--- src/rtl/rf_writeback_unit.sv ---
// rtl/rf_writeback_unit.sv - register-file write-port arbiter with 2-entry long-latency buffer and busy scoreboard
//
// Ports:
//   clk, rst_n                    clock, asynchronous active-low reset
//   alu_wb_valid/ready/addr/data  single-cycle result stream
//   lsu_wb_valid/ready/addr/data  long-latency result stream
//   issue_long_valid/addr         marks a long-latency destination busy
//   rs1, rs2 / rs1_busy, rs2_busy decode-stage hazard query (combinational)
//   write_en/addr/data            registered register-file write port

module rf_writeback_unit #(
    parameter int XPR_LEN        = 32,
    parameter int REG_ADDR_WIDTH = 5
) (
    input  logic                      clk,
    input  logic                      rst_n,
    input  logic                      alu_wb_valid,
    output logic                      alu_wb_ready,
    input  logic [REG_ADDR_WIDTH-1:0] alu_wb_addr,
    input  logic [XPR_LEN-1:0]        alu_wb_data,
    input  logic                      lsu_wb_valid,
    output logic                      lsu_wb_ready,
    input  logic [REG_ADDR_WIDTH-1:0] lsu_wb_addr,
    input  logic [XPR_LEN-1:0]        lsu_wb_data,
    input  logic                      issue_long_valid,
    input  logic [REG_ADDR_WIDTH-1:0] issue_long_addr,
    input  logic [REG_ADDR_WIDTH-1:0] rs1,
    input  logic [REG_ADDR_WIDTH-1:0] rs2,
    output logic                      rs1_busy,
    output logic                      rs2_busy,
    output logic                      write_en,
    output logic [REG_ADDR_WIDTH-1:0] write_addr,
    output logic [XPR_LEN-1:0]        write_data
);

    localparam int NREGS = 2 ** REG_ADDR_WIDTH;

    // Two-entry in-order buffer for long-latency results
    logic [REG_ADDR_WIDTH-1:0] fifo_addr_q [2];
    logic [XPR_LEN-1:0]        fifo_data_q [2];
    logic                      rd_ptr_q, rd_ptr_d;
    logic                      wr_ptr_q, wr_ptr_d;
    logic [1:0]                count_q, count_d;

    logic                      write_en_q, write_en_d;
    logic [REG_ADDR_WIDTH-1:0] write_addr_q, write_addr_d;
    logic [XPR_LEN-1:0]        write_data_q, write_data_d;

    logic [NREGS-1:0]          busy_q, busy_d;

    logic                      accept;
    logic                      alu_fire, lsu_fire;
    logic                      push, pop;
    logic                      sel_valid;
    logic [REG_ADDR_WIDTH-1:0] sel_addr;
    logic [XPR_LEN-1:0]        sel_data;

    // Readiness depends on occupancy only, so a full buffer stalls both producers
    assign accept       = (count_q != 2'd2);
    assign alu_wb_ready = accept;
    assign lsu_wb_ready = accept;
    assign alu_fire     = alu_wb_valid & accept;
    assign lsu_fire     = lsu_wb_valid & accept;

    // Source selection: full buffer drains first, then ALU, then buffered
    // results, then a direct LSU bypass when the buffer is empty.
    always_comb begin
        push      = 1'b0;
        pop       = 1'b0;
        sel_valid = 1'b0;
        sel_addr  = '0;
        sel_data  = '0;
        if (count_q == 2'd2) begin
            pop = 1'b1;
        end else if (alu_fire) begin
            sel_valid = 1'b1;
            sel_addr  = alu_wb_addr;
            sel_data  = alu_wb_data;
            push      = lsu_fire;
        end else if (count_q != 2'd0) begin
            pop  = 1'b1;
            push = lsu_fire;
        end else if (lsu_fire) begin
            sel_valid = 1'b1;
            sel_addr  = lsu_wb_addr;
            sel_data  = lsu_wb_data;
        end
        if (pop) begin
            sel_valid = 1'b1;
            sel_addr  = fifo_addr_q[rd_ptr_q];
            sel_data  = fifo_data_q[rd_ptr_q];
        end
    end

    always_comb begin
        rd_ptr_d = rd_ptr_q ^ pop;
        wr_ptr_d = wr_ptr_q ^ push;
        count_d  = count_q + {1'b0, push} - {1'b0, pop};
    end

    // x0 results are consumed but never reach the register file
    always_comb begin
        write_en_d   = 1'b0;
        write_addr_d = write_addr_q;
        write_data_d = write_data_q;
        if (sel_valid && (sel_addr != '0)) begin
            write_en_d   = 1'b1;
            write_addr_d = sel_addr;
            write_data_d = sel_data;
        end
    end

    // Clear follows the registered write port so busy drops only once the
    // register file holds the value; a same-cycle issue overrides the clear.
    always_comb begin
        busy_d = busy_q;
        if (write_en_q) begin
            busy_d[write_addr_q] = 1'b0;
        end
        if (issue_long_valid && (issue_long_addr != '0)) begin
            busy_d[issue_long_addr] = 1'b1;
        end
        busy_d[0] = 1'b0;
    end

    always_ff @(posedge clk or negedge rst_n) begin
        if (!rst_n) begin
            rd_ptr_q       <= 1'b0;
            wr_ptr_q       <= 1'b0;
            count_q        <= 2'd0;
            fifo_addr_q[0] <= '0;
            fifo_addr_q[1] <= '0;
            fifo_data_q[0] <= '0;
            fifo_data_q[1] <= '0;
            write_en_q     <= 1'b0;
            write_addr_q   <= '0;
            write_data_q   <= '0;
            busy_q         <= '0;
        end else begin
            rd_ptr_q     <= rd_ptr_d;
            wr_ptr_q     <= wr_ptr_d;
            count_q      <= count_d;
            if (push) begin
                fifo_addr_q[wr_ptr_q] <= lsu_wb_addr;
                fifo_data_q[wr_ptr_q] <= lsu_wb_data;
            end
            write_en_q   <= write_en_d;
            write_addr_q <= write_addr_d;
            write_data_q <= write_data_d;
            busy_q       <= busy_d;
        end
    end

    assign write_en   = write_en_q;
    assign write_addr = write_addr_q;
    assign write_data = write_data_q;
    assign rs1_busy   = busy_q[rs1];
    assign rs2_busy   = busy_q[rs2];

endmodule

--- config.mk ---
export PLATFORM = sky130hd
export DESIGN_NAME = rf_writeback_unit
export DESIGN_NICKNAME = d
export VERILOG_FILES = /design/src/rtl/rf_writeback_unit.sv
export SDC_FILE = /design/constraint.sdc
export NUM_CORES = 1
export LEC_CHECK = 0
export ABC_AREA = 1
export CAP_MARGIN = 5
export CORE_MARGIN = 4
export CORE_UTILIZATION = 55
export CTS_BUF_LIST = sky130_fd_sc_hd__clkbuf_4 sky130_fd_sc_hd__clkbuf_8
export CTS_CLUSTER_DIAMETER = 80
export DETAILED_ROUTE_END_ITERATION = 8
export PLACE_DENSITY = 0.83
export SLEW_MARGIN = 20
export SYNTH_ARGS = -nofsm -noshare
export SYNTH_HDL_FRONTEND = slang
export SYNTH_SLANG_ARGS = --single-unit
export TNS_END_PERCENT = 50
--- constraint.sdc ---
create_clock -name clk -period 2.3 [get_ports clk]
set_input_delay 0.575 -clock clk [delete_from_list [all_inputs] [get_ports clk]]
set_output_delay 0.575 -clock clk [all_outputs]
set_load 0.01 [all_outputs]
* Word-level counts from Yosys, hierarchy flattened
Index checks and enable logic that the tools add are counted.
** Word-level totals
- Register bits :: 147
- Logic and storage cells :: 85
- Input port bits :: 94
** Operators by class
- Eq/ne operators :: 2
- Bitwise logic cells :: 9
- Reduce and logical (&&, ||, !) cells :: 8
- Magnitude comparators :: 9
- Multiplexer cells :: 44
- Add/subtract/negate cells :: 2
** Operators by type and width (count)
- two-way mux 32 bit :: 11
- bitwise mux 64 bit :: 1
- two-way mux 5 bit :: 9
- bitwise AND 32 bit :: 1
- demux 32 bit (select 1 bit) :: 1
- inverter 32 bit :: 1
- OR 32 bit :: 1
- < comparator 5 x 6 -> 1 bit, second input constant :: 4
- two-way mux 1 bit :: 16
- binary-select mux 1 bit (select 5 bit) :: 2
- bitwise mux 10 bit :: 1
- demux 1 bit (select 5 bit) :: 2
- greater-or-equal comparator 5 x 1 -> 1 bit, second input constant :: 2
- nonzero test 5 bit :: 2
- demux 5 bit (select 1 bit) :: 1
- logical AND 1 bit :: 5
- greater-or-equal comparator 2 bit, second input constant :: 2
- inverter 1 -> 2 bit :: 2
- adder 2 x 1 -> 2 bit :: 1
- bitwise AND 1 bit :: 2
- == test 2 bit, second input constant :: 1
- < comparator 2 x 1 -> 1 bit, second input constant :: 1
- inequality test 2 bit, second input constant :: 1
- nonzero test 2 bit :: 1
- other kinds (2) :: 3

* Logic depth before layout (Yosys ltp)
- Depth in word-level cells :: 10
- Depth in mapped cells :: 12
- Gate-level depth less buffers :: 10

* Worst setup path before layout
OpenSTA, ideal clock, no wires.
- Path type :: input-to-output
- Start :: input rs1[1]
- End :: output rs1_busy
- Path buffers :: 1
- Slack :: 174 ps
- Data arrival time :: 1551 ps
- Data required time :: 1725 ps
- Stages on the path :: 9
- Cells stage by stage :: clkbuf_1 > clkinv_1 > a21oi_1 > o21ai_0 > nand3_1 > nand3_1 > nand2_1 > nand2_1 > nand2_1
** On the way
- Longest elaborated chain between the ends :: 2
** RTL lines
- start: declaration :: line 27 : input logic [REG_ADDR_WIDTH-1:0] rs1,
- binary-select mux 1 bit (select 5 bit) :: line 157 : assign rs1_busy = busy_q[rs1];
- two-way mux 1 bit (implied by the code) :: line 157
- end: declaration :: line 29 : output logic rs1_busy,
Every way passes these cells. The select of a mux whose other input is x is not followed.

* Final worst setup path
- Start :: input rs1[0]
- End :: output rs1_busy
The elaborated chain is that of the path after synthesis.

==> key figures <==
Status
  • Status: completed

Pwr
  • Cell Int Power: 7.91 mW
  • Leakage: 4.49 nW
  • Clock share of power: 17.2%
  • Total Power: 13.3 mW
  • Net Sw Power: 5.43 mW
  • Logic gate share of total power: 46.8%
  • Sw Ratio: 40.7%
  • Sequential share of power: 36.0%
  • VDD IR-drop max: 0.741 mV
  • Pwr dens: 1360 nW/µm²

Placement
  • Placed inst area: 9330 µm²
  • Pre-CTS setup slack: -0.692 ns
  • Final Wtd Congestion: 0.995
  • Placed Instances: 1243
  • Detail Placement HPWL: 14.8 mm
  • IO Port Bufs: 135

Logic synthesis
  • Synthesized area: 7580 µm²
  • Synthesis-stage register bit count: 147
  • Yosys warns: 0
  • Number of synthesized flops with an enable pin: 0
  • Mapped Nets: 1043
  • Register area share after synthesis: 48.5%
  • Main flop type after synthesis: dfrtp_1
  • Area contributors post-synth: dfrtp_1 (49%), nand2_1 (12%), o21ai_0 (11%)
  • Distinct cell type count of the synthesized netlist: 27
  • Post-synth ARST share: 100%
  • Cell taking the most area after synthesis: dfrtp_1
  • Post-Syn Area per Cell: 8.02 µm²
  • Synth Instances: 945
  • Most instantiated cells after synthesis: nand2_1 (239), o21ai_0 (171), dfrtp_1 (147), nand3_1 (71), inv_1 (69)
  • Most frequent cell after synthesis: nand2_1
  • Synth top area share: 48.5%

Clock network
  • Reg clk slew, reported paths: 0.07 ns
  • Cts bufs inserted: 17
  • H-tree levels: 4
  • Clock buffer depth: 2
  • TritonCTS clock tree: built
  • Clock Sinks: 147
  • CTS root buffer: clkbuf_8
  • Hold-fix buffers at CTS: 0
  • Clock latency on the worst-skew pair: 0.45 ns

Global route
  • GRT Max-Usage Layer: met2
  • Met2 Use GR: 45.7%
  • Total global-route track usage: 27.7%
  • Number of global-route vias before repair: 7363
  • Initial antenna violation count: 0
  • GRT met3 Usage: 6.31%
  • Met1 GRT Util: 36.0%
  • Grt ovf: 0
  • Global-route wire length before repair: 35.6 mm
  • Pin count of the biggest net entering global routing: 51

Cells and area
  • Ratio of cells with drive above 1 in the final layout: 11.3%
  • Util after Layout: 73.5%
  • Inserted Diodes: 0
  • Finished Cell Area: 9810 µm²
  • Non-filler cells, final: 1278
  • Fin nets: 1188
  • Area Growth Syn to Fin: 29.4%

STA
  • Worst Hold Slack: 0.0438 ns
  • RSZ-0062 raised after global routing: false
  • Worst slew margin: 63.0%
  • Max Clock Skew: 0.0114 ns
  • Setup TNS: 0 ns
  • FMAX: 446 MHz
  • Slew @ Worst Pin: 0.554 ns
  • # setup viols final: 0
  • Minimum clock period: 2.24 ns
  • Pins Over Slew Limit: 0
  • Final period util: 97.6%
  • Hold Vio Cnt, Final: 0
  • Worst setup margin: 0.0562 ns

Routing
  • Drt first-iter violations: 741
  • Post-route antenna net violation count: 0
  • DRC Markers: 0
  • DRT Pass-1 Iters: 5
  • Routed len/inst: 16.9 µm
  • Total wire length: 21.6 mm
  • Vias: 7419
  • DR vias/cell: 5.81

Floorplan
  • Die Y: 125 µm
  • Die X: 125 µm
  • Die Footprint: 15700 µm²
  • Core Area: 13300 µm²
  • Initial Util: 56.8%
  • # rows: 42
  • # IOs: 136

Critical path
  • Critical Path Sink Type: primary output
  • Reg2Reg Depth: 7
  • Startpoint types: input port
  • CP max FO: 18
  • Critical path start-end classification: input port to primary output
  • Worst Setup SP: rs1[0]
  • CP required: 1.73 ns
  • WP data arrival: 1.67 ns
  • Reg2reg start: count_q[0]

Flow run
  • # Max-Cap Violations: 0

Min path
  • Path type of the worst min-delay path: input port to asynchronous set/reset pin
==> flip-flops by register name, summed over array words and instances (netlist names) <==
register,cells
write_data,32
count_q,2
fifo_data_q,64
write_en,1
busy_q,31
write_addr,5
rd_ptr_q,1
fifo_addr_q,10
wr_ptr_q,1
==> power groups by stage <==
stage	logic (mW)	clock network, mW	registers (mW)
after global routing	6.95	2.42	4.95
after detailed placement	6.14	0	4.79
final	6.24	2.29	4.81
after global placement	5.92	0	4.76
after floorplan	3.79	0	4.66
after CTS	6.19	2.32	4.77
==> routing by layer <==
metal / vias up / routed length (µm) / share of wire [%]
met5: - / 0 / 0
li1: 3451 / - / -
met2: 426 / 10500 / 48
met4: 0 / 533 / 2.5
met3: 56 / 1960 / 9.1
met1: 3486 / 8660 / 40
==> worst paths after layout <==
kind | end | slack, ns
worst max-delay path | rs1_busy | 0.06
worst min-delay path | fifo_data_q[50] | 0.04
worst max register to register | fifo_data_q[48] | 0.33
worst min register to register | fifo_data_q[42] | 0.51
max in group asynchronous | fifo_data_q[32] | 1.58
min in group clk | fifo_data_q[42] | 0.51
==> what timing repair did <==
item	in CTS	in global routing
buffers inserted	0	2
cloned	2	0
endpoints found under the setup margin	2	2
resized for setup	23	12
pin swaps	0	1
==> cell type report <==
class,count,area (µm²)
clock buffer,18,241
clock inverter,13,208
fill,1066,3540
inverter,74,284
multi-input combinational,668,3350
sequential,147,3680
tap,176,220
timing repair buffer,180,1820
timing repair inverter,2,8.76
==> critical path, cell delays in order <==
cell,delay [ns]
clkdlybuf4s15_2,0.21
inv_4,0.06
buf_12,0.14
nand2_1,0.06
nand3_1,0.06
nand3_1,0.08
nand2_1,0.08
nand2_1,0.04
nand2_1,0.10
nand2_1,0.06
nand2_1,0.07
buf_2,0.13
==> placed cells by master (no fill, tap or decap), types with 2 or more instances in the layout <==
cell and n:
inv_1 69, o21ai_1 2, clkinv_4 2, nor2_1 47, clkdlybuf4s50_1 126, nand2_1 239
dfrtp_1 146, inv_6 2, clkbuf_2 2, bufinv_16 5, nand3_1 71, clkbuf_8 17
o211ai_1 4, a21oi_1 46, buf_12 11, ha_2 2, ha_1 2, nand2_2 2
buf_4 30, dlygate4sd2_1 2, nor2_2 2, mux2_2 25, nand4_1 36, buf_2 2
mux2i_1 12, o21ai_0 169, clkinv_2 7, buf_6 5, xnor2_1 2
==> kinds of logic after synthesis <==
kind of cell               count (synthesis)  share of synthesized area (%)
adders and majority gates                  4                          0.660
muxes                                     37                           5.30
buffers and inverters                    130                           7.66
DFF                                      147                           48.5
xor gates and xnor gates                   3                          0.347
AOI/OAI and AO/OA                        225                           15.2
and+or+nand+nor                          399                           22.4
(Power assumes the default switching activity.)
